[src/rtl/unidade_controle.sv]
// unidade_controle: sequencer for the 4-bit accumulate datapath.
// It runs one job per accepted start: load A, load B, then N ALU feedback
// writes into A, then a one-cycle done pulse.
// Optional build macro UC_PAUSE_EN adds a 'pause' input that freezes EXEC.
// Outputs are decoded from registered state only. The one exception is
// 'pause', which, when enabled, gates wrA in the same cycle.
module unidade_controle #(
    parameter int         ITER_W  = 4,
    parameter logic [1:0] IDLE_OP = 2'b00
) (
    input  logic              clk,
    input  logic              reset,
    input  logic              start,
    input  logic [1:0]        op,
    input  logic [ITER_W-1:0] iter,
`ifdef UC_PAUSE_EN
    input  logic              pause,
`endif
    output logic              selA,
    output logic              wrA,
    output logic              wrB,
    output logic [1:0]        aluOp,
    output logic              busy,
    output logic              done
);

    typedef enum logic [2:0] {
        IDLE   = 3'd0,
        LOAD_A = 3'd1,
        LOAD_B = 3'd2,
        EXEC   = 3'd3,
        DONE   = 3'd4
    } state_t;

    localparam logic [ITER_W-1:0] CNT_ONE = ITER_W'(1);

    state_t            state_reg, state_next;
    logic [1:0]        op_reg, op_next;
    logic [ITER_W-1:0] cnt_reg, cnt_next;
    logic              pause_act;

    // pause only exists in the pausable build; otherwise EXEC never stalls.
`ifdef UC_PAUSE_EN
    assign pause_act = pause;
`else
    assign pause_act = 1'b0;
`endif

    // State, captured job operation and remaining-iteration counter.
    always_ff @(posedge clk or posedge reset) begin
        if (reset) begin
            state_reg <= IDLE;
            op_reg    <= 2'b00;
            cnt_reg   <= '0;
        end else begin
            state_reg <= state_next;
            op_reg    <= op_next;
            cnt_reg   <= cnt_next;
        end
    end

    // Next-state logic and the Moore output decode.
    always_comb begin
        state_next = state_reg;
        op_next    = op_reg;
        cnt_next   = cnt_reg;
        selA       = 1'b0;
        wrA        = 1'b0;
        wrB        = 1'b0;
        aluOp      = op_reg;
        busy       = 1'b1;
        done       = 1'b0;

        case (state_reg)
            IDLE: begin
                aluOp = IDLE_OP;
                busy  = 1'b0;
                // Job parameters are latched here only. The rest of the job
                // ignores the op and iter inputs.
                if (start) begin
                    state_next = LOAD_A;
                    op_next    = op;
                    cnt_next   = iter;
                end
            end
            LOAD_A: begin
                selA       = 1'b1;
                wrA        = 1'b1;
                state_next = LOAD_B;
            end
            LOAD_B: begin
                wrB = 1'b1;
                // A zero-iteration job skips EXEC entirely.
                if (cnt_reg != '0) state_next = EXEC;
                else               state_next = DONE;
            end
            EXEC: begin
                wrA = !pause_act;
                // Leaving on cnt == 1 means the counter never wraps below zero.
                if (!pause_act) begin
                    cnt_next = cnt_reg - CNT_ONE;
                    if (cnt_reg == CNT_ONE) state_next = DONE;
                end
            end
            DONE: begin
                done       = 1'b1;
                state_next = IDLE;
            end
            default: begin
                // Unused encodings drop back to IDLE with idle outputs.
                aluOp      = IDLE_OP;
                busy       = 1'b0;
                state_next = IDLE;
            end
        endcase
    end

endmodule
[config.mk]
export PLATFORM = sky130hd
export DESIGN_NAME = unidade_controle
export DESIGN_NICKNAME = d
export VERILOG_FILES = /design/src/rtl/unidade_controle.sv
export SDC_FILE = /design/constraint.sdc
export NUM_CORES = 1
export LEC_CHECK = 0
export BUFFER_PORTS_ARGS = -buffer_cell sky130_fd_sc_hd__buf_2
export CORE_UTILIZATION = 40
export CTS_CLUSTER_SIZE = 25
export DETAILED_ROUTE_END_ITERATION = 6
export SLEW_MARGIN = 20
export SYNTH_ARGS = -nofsm -noshare
export SYNTH_HDL_FRONTEND = slang
export SYNTH_SLANG_ARGS = --single-unit
[constraint.sdc]
create_clock -name clk -period 2 [get_ports clk]
set_clock_uncertainty 0.2 [all_clocks]
set_input_delay 0.1 -clock clk [delete_from_list [all_inputs] [get_ports clk]]
set_output_delay 0.1 -clock clk [all_outputs]
set_load 0.05 [all_outputs]
==> impl_metrics.csv <==
group,metric,value,unit
drt,drt_iter0_drc,9,
sta,finalHoldViolCount,0,
min_path,hold_class,"in -> reg",
clocking,cts_tree,"done",
synthesis,syn_nets,69,
sta,setup_viol,0,
clocking,post-cts-setup-buffers,0,
final_layout,syn_to_final_growth,31.6,%
pwr,power,0.00114,W
drt,drcViolationCount,0,
placement,numPortBuffers,15,
die,io_pins,16,
critical_path,start_kind,"flip-flop",
critical_path,max_stage_delay,490,ps
final_layout,largest_reg_flops,4,
sta,rsz0062_at_grt,"false",
final_layout,final_design_area_no_fill,756,um^2
placement,dpl-instance-area,657,um^2
clocking,cts_buffers,3,
critical_path,crit_path_end_kind,"output pin",
critical_path,path_cells,"nor2_2, xnor2_2, and2_1, buf_2",
die,die_w,39.9,um
sta,period_share,91.0,%
critical_path,crit_slowest_cell,"dfrtp_1",
clocking,clock_path_buffers,2,
critical_path,path_max_fanout,10,
die,fp.coreArea,1320,um^2
drt,ant_nets,0,
drt,vias,489,
drt,detailedRoute.firstPassIterationCount,4,
final_layout,diodes,0,
die,die-area,1590,um^2
final_layout,layout-drive-gt1-share,33.8,%
drt,via_per_inst,5.15,
run_status,outcome,"complete, no violations",
global_routing,grt_overflow_total,0,
die,die_h,39.9,um
synthesis,netlist_area,574,um^2
synthesis,syn_inst,57,
clocking,htreeDepth,1,
placement,place.gp.congestion,0.677,
global_routing,track_usage,17.7,%
sta,hold_ws,21.2,ps
job,maxCapViolations,0,
synthesis,ys_seq_area_share,39.2,%
sta,max_freq,0.550,GHz
sta,slew_headroom,70.3,%
final_layout,ff_latch_area,225,um^2
global_routing,antenna_found_initial,0,
sta,slew_viol_final,0,
clocking,clk_pin_slew,70,ps
final_layout,final.fill_count,122,
clocking,cts-root-buf,"clkbuf_4",
placement,hpwl,827,um
drt,wl_per_cell,12.0,um
synthesis,ys_types,26,
critical_path,cp.arrival,1520,ps
die,initial_core_util,43.6,%
pwr,ir_drop,693,uV
synthesis,synth-seq-cells,9,
sta,finalSetupTns,0,ps
global_routing,grt_first_pass_wirelength,1750,um
die,row_count,13,
final_layout,fin_util,57.4,%
global_routing,grt_pass1_vias,393,
clocking,clkSinkCount,9,
final_layout,nets,93,
critical_path,critPathRequiredTime,1700,ps
pwr,power_density,1510,nW/um^2
sta,worst_pin_slew,444,ps
clocking,insertion_delay,270,ps
critical_path,crit_type,"reg -> out",
final_layout,multiInputGateArea,329,um^2
sta,period_minus_slack,1820,ps
global_routing,grt_start_max_net_pins,11,
synthesis,avgSynthCellArea,10.1,um^2
drt,routed_wl,1140,um
synthesis,ys_warn_count,0,
pwr,leakage,0.349,nW
cells by family after synthesis:
logic type / after synthesis / share of synthesized area [%]
mux: 2 / 3.49
buf+inv: 6 / 5.66
simple gates: 28 / 32.2
compound gates: 8 / 11.3
fa+ha+maj: 3 / 6.54
xor+xnor: 1 / 1.53
flops: 9 / 39.2
worst paths after layout:
check	depth (start not counted)	from	slack [ps]	to
max reg2reg	3	state_reg[2]$_DFFE_PP0P_	250	cnt_reg[2]$_DFFE_PP0P_
min reg2reg	2	op_reg[0]$_DFFE_PP0P_	270	op_reg[0]$_DFFE_PP0P_
max in group asynchronous	3	reset	1190	cnt_reg[2]$_DFFE_PP0P_
min	4	start	20	op_reg[0]$_DFFE_PP0P_
max	4	state_reg[0]$_DFFE_PP0P_	180	aluOp[0]
min in group asynchronous	3	reset	130	op_reg[0]$_DFFE_PP0P_
cells in the mapped netlist:
master | instances | area, um^2
nor2_1 | 4 | 15.0
nor3_1 | 1 | 5.00
xnor2_1 | 1 | 8.76
and2b_2 | 1 | 8.76
nand3b_1 | 1 | 7.51
dfrtp_1 | 9 | 225
buf_2 | 2 | 10.0
a211oi_1 | 4 | 30.0
nand3_1 | 1 | 5.00
nor4b_4 | 1 | 23.8
or4b_1 | 1 | 10.0
or2b_1 | 1 | 7.51
o21ai_0 | 1 | 5.00
and2_1 | 3 | 18.8
a311oi_1 | 2 | 17.5
nor4b_2 | 1 | 15.0
nor2b_1 | 2 | 12.5
o211ai_2 | 1 | 12.5
nand3_2 | 1 | 10.0
ha_1 | 3 | 37.5
and3b_2 | 1 | 10.0
nand2b_1 | 1 | 6.26
mux2i_1 | 2 | 20.0
nand2_1 | 8 | 30.0
buf_6 | 1 | 11.3
inv_1 | 3 | 11.3
report_power, final:
group | internal (W) | total (W) | switching (W)
Clock | 0.0000773 | 0.000151 | 0.0000732
Sequential | 0.000266 | 0.000387 | 0.000121
Combinational | 0.000233 | 0.000602 | 0.000369
Total | 0.000576 | 0.00114 | 0.000563
through the flow:
step / cells / setup WS (ps)
2_1_floorplan: 57 / 63.3
3_3_place_gp: 84 / 300
3_5_place_dp: 84 / 293
4_1_cts: 95 / 90.0
5_1_grt: 95 / 66.8
6_report: 95 / 180
placed cells by master (no fill, tap or decap), types with 2 or more instances in the layout:
cell | netlist | final
nor2_1 | 4 | 3
dlygate4sd3_1 | 0 | 7
a211oi_1 | 4 | 4
buf_2 | 2 | 15
nand2_1 | 8 | 8
dfrtp_1 | 9 | 9
clkbuf_4 | 0 | 3
mux2i_1 | 2 | 2
a311oi_1 | 2 | 2
and2_1 | 3 | 3
inv_1 | 3 | 3
ha_1 | 3 | 3
critical path: cells and delay by family, from the launching register on:
kind,cells,cell delay [ps]
XOR/XNOR,1,140
buffers and inverters,1,250
flip-flops,1,490
AND/OR/NAND/NOR,2,360
metal layers:
layer / wire (um) / vias up / global-route usage (%)
li1: - / 244 / -
met1: 549 / 231 / 22.7
met2: 530 / 12 / 25.8
met3: 51 / 2 / 8.52
met4: 13 / 0 / 5.17
met5: 0 / - / 0
timing repair:
action,CTS,global route
hold buffers,7,0
resized for setup,0,1
endpoints found under the setup margin,0,2
hold endpoints to repair,15,0
area by class of cell:
cell class,instances,area share [%]
timing repair buffer,22,19.2
tap,15,2.48
multi-input combinational,42,43.5
clock buffer,4,3.48
sequential,9,29.8
inverter,3,1.49
No activity file was read; power rests on OpenSTA's default activity.
